===== src/rtl/axis_fifo.sv =====
// rtl/axis_fifo.sv - AXI-Stream slave to FIFO write port with lane swap and skid buffer
//
// Purpose: accepts 128-bit (C_DATA_W) AXI-Stream beats, reverses the 32-bit
// lane order of each beat, and writes them into a standard FIFO write port
// that honours full. s_tready is a pure flop output: a one-entry skid
// buffer absorbs the beat that may be in flight when full asserts.
//
// Ports:
//   clk, rst_n          clock, asynchronous active-low reset
//   s_tvalid/s_tready   stream handshake (s_tready registered)
//   s_tdata, s_tlast    stream payload and end-of-frame marker
//   full                FIFO full
//   wr_en, din          FIFO write strobe and data
//   frame_done          pulse on the FIFO write of a last beat
//   beat_cnt, frame_cnt running counts of beats and frames written

module axis_fifo #(
  parameter int C_DATA_W = 128,
  parameter int C_CNT_W  = 32
) (
  input  logic                clk,
  input  logic                rst_n,
  input  logic                s_tvalid,
  output logic                s_tready,
  input  logic [C_DATA_W-1:0] s_tdata,
  input  logic                s_tlast,
  input  logic                full,
  output logic                wr_en,
  output logic [C_DATA_W-1:0] din,
  output logic                frame_done,
  output logic [C_CNT_W-1:0]  beat_cnt,
  output logic [15:0]         frame_cnt
);

  localparam int N = C_DATA_W / 32;

  logic [C_DATA_W-1:0] swapped;
  logic                accept;
  logic                drain;
  logic                out_load;
  logic                skid_load;

  logic                out_valid;
  logic [C_DATA_W-1:0] out_data;
  logic                out_last;

  logic                skid_valid;
  logic                skid_valid_nxt;
  logic [C_DATA_W-1:0] skid_data;
  logic                skid_last;

  logic                ready_en;

  // Lane i of the input lands in lane N-1-i of the stored beat.
  for (genvar g = 0; g < N; g++) begin : g_lane
    assign swapped[32*(N-1-g) +: 32] = s_tdata[32*g +: 32];
  end

  assign accept     = s_tvalid & s_tready;
  assign drain      = out_valid & ~full;
  assign wr_en      = drain;
  assign din        = out_data;
  assign frame_done = drain & out_last;

  // The output stage can take a new beat when it is empty or being written.
  assign out_load  = ~out_valid | drain;
  // A beat accepted while the output stage is stuck goes to the skid.
  assign skid_load = accept & out_valid & ~drain;

  // s_tready is registered as the inverse of the next skid state, so the
  // skid is always free whenever s_tready is high: accept and skid_valid
  // are never true together.
  always_comb begin
    skid_valid_nxt = skid_valid;
    if (out_load && skid_valid) begin
      skid_valid_nxt = 1'b0;
    end else if (skid_load) begin
      skid_valid_nxt = 1'b1;
    end
  end

  always_ff @(posedge clk or negedge rst_n) begin
    if (!rst_n) begin
      ready_en   <= 1'b0;
      s_tready   <= 1'b0;
      out_valid  <= 1'b0;
      out_data   <= '0;
      out_last   <= 1'b0;
      skid_valid <= 1'b0;
      skid_data  <= '0;
      skid_last  <= 1'b0;
      beat_cnt   <= '0;
      frame_cnt  <= '0;
    end else begin
      // ready_en delays s_tready by one extra edge after reset release.
      ready_en   <= 1'b1;
      s_tready   <= ready_en & ~skid_valid_nxt;
      skid_valid <= skid_valid_nxt;

      if (skid_load) begin
        skid_data <= swapped;
        skid_last <= s_tlast;
      end

      if (out_load) begin
        if (skid_valid) begin
          out_valid <= 1'b1;
          out_data  <= skid_data;
          out_last  <= skid_last;
        end else if (accept) begin
          out_valid <= 1'b1;
          out_data  <= swapped;
          out_last  <= s_tlast;
        end else begin
          out_valid <= 1'b0;
        end
      end

      if (drain) begin
        beat_cnt <= beat_cnt + C_CNT_W'(1);
      end
      if (frame_done) begin
        frame_cnt <= frame_cnt + 16'd1;
      end
    end
  end

endmodule


===== config.mk =====
export PLATFORM = sky130hd
export DESIGN_NAME = axis_fifo
export DESIGN_NICKNAME = d
export VERILOG_FILES = /design/src/rtl/axis_fifo.sv
export SDC_FILE = /design/constraint.sdc
export NUM_CORES = 1
export LEC_CHECK = 0
export ABC_AREA = 1
export BUFFER_PORTS_ARGS = -buffer_cell sky130_fd_sc_hd__buf_2
export CORE_ASPECT_RATIO = 0.6
export CORE_MARGIN = 2
export CORE_UTILIZATION = 23
export CTS_CLUSTER_DIAMETER = 100
export DETAILED_ROUTE_END_ITERATION = 10
export PLACE_DENSITY_LB_ADDON = 0.1
export SLEW_MARGIN = 20
export SYNTH_ARGS = -nofsm -noshare
export SYNTH_HDL_FRONTEND = slang
export SYNTH_SLANG_ARGS = --single-unit

===== constraint.sdc =====
create_clock -name clk -period 1.5 [get_ports clk]
set_clock_uncertainty 0.2 [all_clocks]
set_input_delay 0 -clock clk [delete_from_list [all_inputs] [get_ports clk]]
set_output_delay 0 -clock clk [all_outputs]
set_load 0.005 [all_outputs]

# Yosys cells after proc, flatten, opt, wreduce, memory -nomap -nowiden
# Cells that the tools add are included.
# totals
reg_bits	310
latchBits	0
ram_bits	0
mem_bits_ro	0
input_bits	133
out_inout_bits	179
mem_count	0
# classes
addsub	2
multipliers	0
n_div	0
order_cmp	0
n_eq_ne	0
shifts	0
mux	8
bitwise	11
reduce_logical	3
# op_table
op	count
two-way mux 128 bit	2
adder 32 x 1 -> 32 bit, second input constant	1
adder 16 x 1 -> 16 bit, second input constant	1
AND 1 bit	6
two-way mux 1 bit	6
NOT 1 bit	4
AND reduction 2 bit	1
nonzero test 2 bit	1
logical AND 1 bit	1
bitwise OR 1 bit	1

# Longest topological paths before layout
# depth
word_depth	8
depth_mapped	9

# Worst setup path after synthesis
# No wires, ideal clock.
# synth_path
path_type	reg2reg
from	reg beat_cnt[1]
to	reg beat_cnt[26]
setup_ns	0.117
arrival_ns	1.302
path_slack_ns	-0.119
path_stages_with_launch	9
n_path_buf	0
synth_period_minus_slack_ns	1.619
cell_sequence	dfrtp_1 -> ha_1 -> nand3_1 -> nor2_2 -> nand2_2 -> nor2_4 -> nand3_1 -> nand2_1 -> nand2_1
# synth_between
elab_chain_len	1
# synth_lines
item	line	rtl
from (decl)	31	output logic [C_CNT_W-1:0] beat_cnt,
from (signal assigned)	120	beat_cnt <= beat_cnt + C_CNT_W'(1);
adder 32 x 1 -> 32 bit	120	
# No other way between the ends.
# A chain may end at the register's enable or synchronous reset.

# Worst setup path in the final report
# layout_path
from	reg out_valid
to	reg skid_data[77]
# layout_between
elab_chain_len	3
elab_cells_between_ends	4
# layout_lines
item	line	rtl
from (decl)	43	logic out_valid;
from (signal assigned)	86	out_valid <= 1'b0;
from (signal assigned)	107	out_valid <= 1'b1;
from (signal assigned)	111	out_valid <= 1'b1;
AND 1 bit	60	assign drain = out_valid & ~full;
NOT 1 bit	68	assign skid_load = accept & out_valid & ~drain;
AND 1 bit (*)	68	
to (signal assigned)	101	skid_data <= swapped;
to (decl)	49	logic [C_DATA_W-1:0] skid_data;
# Every way passes the cells marked *; elsewhere a longest branch is shown, timed or not.

==> flow_summary.html <==
<table>
<tr><th>Metric</th><th>Value</th></tr>
<tr><th colspan="2">Die</th></tr>
<tr><td>Chip Width</td><td>315 um</td></tr>
<tr><td>Die height</td><td>190 um</td></tr>
<tr><td>Count of standard-cell rows</td><td>68</td></tr>
<tr><td># IOs</td><td>312</td></tr>
<tr><td>Area of the die</td><td>~60000 sq um</td></tr>
<tr><td>Initial core utilization</td><td>0.232</td></tr>
<tr><td>Core region area</td><td>57300 sq um</td></tr>
<tr><th colspan="2">Final layout</th></tr>
<tr><td>Fraction of layout instances using a drive strength above 1</td><td>0.405</td></tr>
<tr><td>Area of combinational cells with multiple inputs</td><td>between 5000 and 6000 sq um</td></tr>
<tr><td>Net count, final</td><td>about 2000</td></tr>
<tr><td>Area growth from synthesis to final layout</td><td>60.2%</td></tr>
<tr><td>Final design area excluding fillers</td><td>approximately 21000 sq um</td></tr>
<tr><td>Post-Layout Cell Count</td><td>2708</td></tr>
<tr><td>Antenna diodes</td><td>0</td></tr>
<tr><td>Register cell area after layout</td><td>roughly 7800 sq um</td></tr>
<tr><td>Number of inserted filler cells in the final layout</td><td>between 5000 and 6000</td></tr>
<tr><th colspan="2">Setup path</th></tr>
<tr><td>Type of element launching the critical path</td><td>flop</td></tr>
<tr><td>Capturing element type of the critical path</td><td>flop</td></tr>
<tr><td>Start-to-end type of the worst setup path</td><td>reg2reg</td></tr>
<tr><td>Maximum fanout encountered on the critical timing path</td><td>10</td></tr>
<tr><td>CP top delay family</td><td>buffers and inverters</td></tr>
<tr><td>Library cell contributing the largest single delay on the critical path</td><td>sky130_fd_sc_hd__dfrtp_1</td></tr>
<tr><td>Data required, critical path</td><td>1.70 ns</td></tr>
<tr><td>Worst path bufs/invs</td><td>2</td></tr>
<tr><td>Delay of the slowest cell on the worst path</td><td>between 0.3 and 0.4 ns</td></tr>
<tr><td>Arrival time at the worst endpoint</td><td>1.96 ns</td></tr>
<tr><td>Worst setup slack for register-to-register paths</td><td>-0.26 ns</td></tr>
<tr><td>Worst path cell trace</td><td>nand2_2 -&gt; nor2_4 -&gt; buf_12 -&gt; bufbuf_16 -&gt; mux2_1</td></tr>
<tr><td>Stages on worst setup path</td><td>5</td></tr>
<tr><td>Cell depth of the worst flop-to-flop path</td><td>5</td></tr>
<tr><th colspan="2">Clock tree</th></tr>
<tr><td>Clock-pin slew reported for the worst setup and hold paths after clock tree synthesis</td><td>0.06 ns</td></tr>
<tr><td>CTS tree</td><td>yes</td></tr>
<tr><td>Clock root cell</td><td>sky130_fd_sc_hd__clkbuf_16</td></tr>
<tr><td>Maximum buffer depth of the clock tree</td><td>3</td></tr>
<tr><td>TritonCTS Sinks</td><td>310</td></tr>
<tr><td>Total number of H-tree levels</td><td>2</td></tr>
<tr><td>Source-to-sink clock delay at the later pin of the worst-skew pair</td><td>0.52 ns</td></tr>
<tr><td>Number of CTS-inserted buffers</td><td>36</td></tr>
<tr><th colspan="2">Placement</th></tr>
<tr><td>Placed wire-length estimate</td><td>approximately 30000 um</td></tr>
<tr><td>Final estimated routing congestion in global placement</td><td>roughly 0.77</td></tr>
<tr><td>Count of buffers from port buffering</td><td>311</td></tr>
<tr><td>Total placed cells including tap cells</td><td>2458</td></tr>
<tr><td>Placed cell areas</td><td>17000 sq um</td></tr>
<tr><th colspan="2">Yosys</th></tr>
<tr><td>Number of synthesized register bits</td><td>310</td></tr>
<tr><td>Most used DFF post-synth</td><td>sky130_fd_sc_hd__dfrtp_1</td></tr>
<tr><td>Unique cell type count in the Yosys netlist</td><td>34</td></tr>
<tr><td>Warnings, synthesis</td><td>0</td></tr>
<tr><td>Mean cell area of the mapped netlist</td><td>slightly above 10 sq um</td></tr>
<tr><td>Number of synthesized flops with an enable pin</td><td>0</td></tr>
<tr><td>Syn_nets</td><td>1451</td></tr>
<tr><td>Post-synthesis cell area</td><td>13300 sq um</td></tr>
<tr><td>Mapped Cells</td><td>roughly 1300</td></tr>
<tr><td>Part of the Yosys area used for sequential elements</td><td>0.582</td></tr>
<tr><td>Async set-or-reset flop fraction in the synthesized netlist</td><td>1.00</td></tr>
<tr><th colspan="2">Detailed routing</th></tr>
<tr><td>Mean number of vias per cell</td><td>approximately 4.2</td></tr>
<tr><td>Via count of the routed design</td><td>~11000</td></tr>
<tr><td>DRC violations left</td><td>0</td></tr>
<tr><td>Post-detailed-routing wire length</td><td>47500 um</td></tr>
<tr><td>Iteration-0 DRC count of the detailed router</td><td>537</td></tr>
<tr><td>DR pass1 iterations</td><td>5</td></tr>
<tr><td>Mean routed wirelength per cell</td><td>around 18 um</td></tr>
<tr><td>Post-route antenna net violation count</td><td>0</td></tr>
<tr><th colspan="2">STA</th></tr>
<tr><td>Transition at the pin with the smallest max-transition slack</td><td>about 0.72 ns</td></tr>
<tr><td>Peak clock frequency supported by timing</td><td>570 MHz</td></tr>
<tr><td>Final-layout worst hold slack</td><td>-0.250 ns</td></tr>
<tr><td>Min cycle time layout</td><td>1.76 ns</td></tr>
<tr><td>Final-report max-slew violation count</td><td>0</td></tr>
<tr><td>Setup WS post-layout</td><td>-0.256 ns</td></tr>
<tr><td>Accumulated negative setup slack</td><td>-42.46 ns</td></tr>
<tr><td>Final hold vios</td><td>26</td></tr>
<tr><td>Unrepaired setup endpoints after global routing</td><td>true</td></tr>
<tr><td>Final-report setup violation count</td><td>305</td></tr>
<tr><td>Headroom to the max-slew limit</td><td>0.521</td></tr>
<tr><td>Final clock period utilization by the worst path</td><td>1.17</td></tr>
<tr><th colspan="2">Power and ir drop</th></tr>
<tr><td>Leakage power</td><td>9.74 nW</td></tr>
<tr><td>Combinational share of power</td><td>0.245</td></tr>
<tr><td>Worst IR drop on VDD</td><td>576 uV</td></tr>
<tr><td>P_int</td><td>approximately 20 mW</td></tr>
<tr><td>Sequential share of power</td><td>0.424</td></tr>
<tr><td>Proportion of total power due to net switching</td><td>0.283</td></tr>
<tr><td>PD cells</td><td>1330 nW/um^2</td></tr>
<tr><td>Share of total power in the clock network</td><td>0.331</td></tr>
<tr><td>Net switching power of the design</td><td>8.02 mW</td></tr>
<tr><th colspan="2">Global routing</th></tr>
<tr><td>Vias in the first global route</td><td>11400</td></tr>
<tr><td>Pin count of the biggest net entering global routing</td><td>61</td></tr>
<tr><td>Wire length of the first global-routing pass</td><td>approximately 69000 um</td></tr>
<tr><td>Residual overflow from global routing</td><td>0</td></tr>
<tr><td>Global Route Usage Sum</td><td>0.147</td></tr>
<tr><td>Number of antenna violations at the first check in global routing</td><td>2</td></tr>
<tr><th colspan="2">Min path</th></tr>
<tr><td>Cell depth of the worst min-delay path</td><td>4</td></tr>
<tr><td>Type of the worst min-delay path</td><td>in2reg</td></tr>
<tr><th colspan="2">Status</th></tr>
<tr><td>Outcome</td><td>complete, but fails checks</td></tr>
<tr><td>Failing checks</td><td>hold timing, setup timing</td></tr>
<tr><th colspan="2">Flow run</th></tr>
<tr><td>Count of max-cap constraint violations</td><td>0</td></tr>
</table>
[metrics by stage]
stage	utilization	total power, mW	hold slack [ns]	setup slack (ns)
after CTS	0.351	27.9	-0.291	-0.236
after detailed placement	0.296	17.6	-0.329	-0.266
final	0.372	28.3	-0.250	-0.256
after global routing	0.372	30.0	-0.262	-0.310
after global placement	0.296	17.5	-0.331	-0.232
after floorplan	-	14.7	-0.496	-0.0860
[worst min-delay path, stage by stage]
cell,delay [ns]
sky130_fd_sc_hd__buf_2,0.15
sky130_fd_sc_hd__nand2_2,0.12
sky130_fd_sc_hd__buf_4,0.11
sky130_fd_sc_hd__a21oi_1,0.05
[repair_timing]
| action | in CTS | in global routing |
|---|---|---|
| pin swaps | 4 | 19 |
| endpoints found under the hold margin | 587 | 120 |
| setup endpoints to repair | 298 | 327 |
| gates resized for setup | 57 | 178 |
| hold buffers | 134 | 5 |
| setup buffers | 10 | 14 |
| cloned | 11 | 14 |
[flip-flops by register name, summed over array words and instances (netlist names)]
signal,flops
skid_data,128
ready_en,1
skid_valid,1
skid_last,1
out_last,1
s_tready,1
beat_cnt,32
frame_cnt,16
din,128
out_valid,1
[layout by cell type (no fill, tap or decap), drive strengths merged, types with 2 or more instances in the layout]
cell type / count
mux2: 128
nor2: 180
buf: 479
nand4: 10
bufinv: 5
nand3b: 7
dlygate4sd3: 137
nor3b: 2
xnor2: 10
nor3: 7
xor2: 17
inv: 44
nand3: 22
clkinv: 8
clkbuf: 61
nand2: 371
a31oi: 128
ha: 2
o21ai: 5
dfrtp: 310
[worst paths after layout]
check | from | to
max in group asynchronous | rst_n | skid_valid$_DFF_PN0_
min | full | skid_valid$_DFF_PN0_
min in group asynchronous | rst_n | din[2]$_DFFE_PN0P_
max reg2reg | out_valid$_DFFE_PN0N_ | skid_data[77]$_DFFE_PN0P_
max | out_valid$_DFFE_PN0N_ | skid_data[77]$_DFFE_PN0P_
min reg2reg | ready_en$_DFF_PN0_ | s_tready$_DFF_PN0_
[per-layer routing]
layer | GRT usage | vias to the layer above | part of all wire
li1 | - | 5583 | -
met1 | 0.221 | 5600 | 0.51
met2 | 0.217 | 209 | 0.43
met3 | 0.0312 | 46 | 0.047
met4 | 0.0288 | 2 | 0.014
met5 | 0 | - | 0.00023
[cells by family after synthesis]
| group | synth area share |
|---|---|
| simple gates | 0.182 |
| xor+xnor | 0.0177 |
| compound gates | 0.0629 |
| fa+ha+maj | 0.00188 |
| mux | 0.108 |
| buf+inv | 0.0451 |
| flops | 0.582 |
| other cells | 0.000281 |
[power by group through the flow]
| stage | logic, mW | registers, mW | clock network (mW) |
|---|---|---|---|
| after floorplan | 2.89 | 11.9 | 0 |
| after global placement | 5.51 | 12.0 | 0 |
| after detailed placement | 5.61 | 12.0 | 0 |
| after CTS | 6.27 | 11.9 | 9.72 |
| after global routing | 7.61 | 12.3 | 10.1 |
| final | 6.94 | 12.0 | 9.39 |
[final cells by class]
| class | count | area share |
|---|---|---|
| Tap cell | 770 | 0.0451 |
| Clock buffer | 52 | 0.0488 |
| Timing Repair inverter | 3 | 0.00246 |
| Sequential cell | 310 | 0.364 |
| Multi-Input combinational cell | 893 | 0.279 |
| Inverter | 43 | 0.00891 |
| Clock inverter | 11 | 0.00862 |
| Timing Repair Buffer | 626 | 0.244 |
[cell usage after synthesis (2+ instances only)]
cell type | n | share of area
sky130_fd_sc_hd__a31oi_1 | 128 | 0.060
sky130_fd_sc_hd__buf_2 | 29 | 0.011
sky130_fd_sc_hd__buf_4 | 3 | 0.0017
sky130_fd_sc_hd__buf_8 | 9 | 0.010
sky130_fd_sc_hd__clkbuf_1 | 28 | 0.0079
sky130_fd_sc_hd__dfrtp_1 | 310 | 0.58
sky130_fd_sc_hd__ha_1 | 2 | 0.0019
sky130_fd_sc_hd__inv_1 | 40 | 0.011
sky130_fd_sc_hd__inv_2 | 3 | 0.00085
sky130_fd_sc_hd__mux2_1 | 98 | 0.083
sky130_fd_sc_hd__mux2_2 | 30 | 0.025
sky130_fd_sc_hd__nand2_1 | 368 | 0.10
sky130_fd_sc_hd__nand2_2 | 2 | 0.00094
sky130_fd_sc_hd__nand3_1 | 22 | 0.0083
sky130_fd_sc_hd__nand3b_1 | 7 | 0.0039
sky130_fd_sc_hd__nand4_1 | 10 | 0.0047
sky130_fd_sc_hd__nor2_1 | 170 | 0.048
sky130_fd_sc_hd__nor2_2 | 4 | 0.0019
sky130_fd_sc_hd__nor2_4 | 4 | 0.0034
sky130_fd_sc_hd__nor3_1 | 6 | 0.0023
sky130_fd_sc_hd__nor3b_1 | 2 | 0.0011
sky130_fd_sc_hd__o21ai_0 | 3 | 0.0011
sky130_fd_sc_hd__o21ai_1 | 2 | 0.00075
sky130_fd_sc_hd__xnor2_1 | 10 | 0.0066
sky130_fd_sc_hd__xor2_1 | 17 | 0.011
No activity file was read; power rests on OpenSTA's default activity.
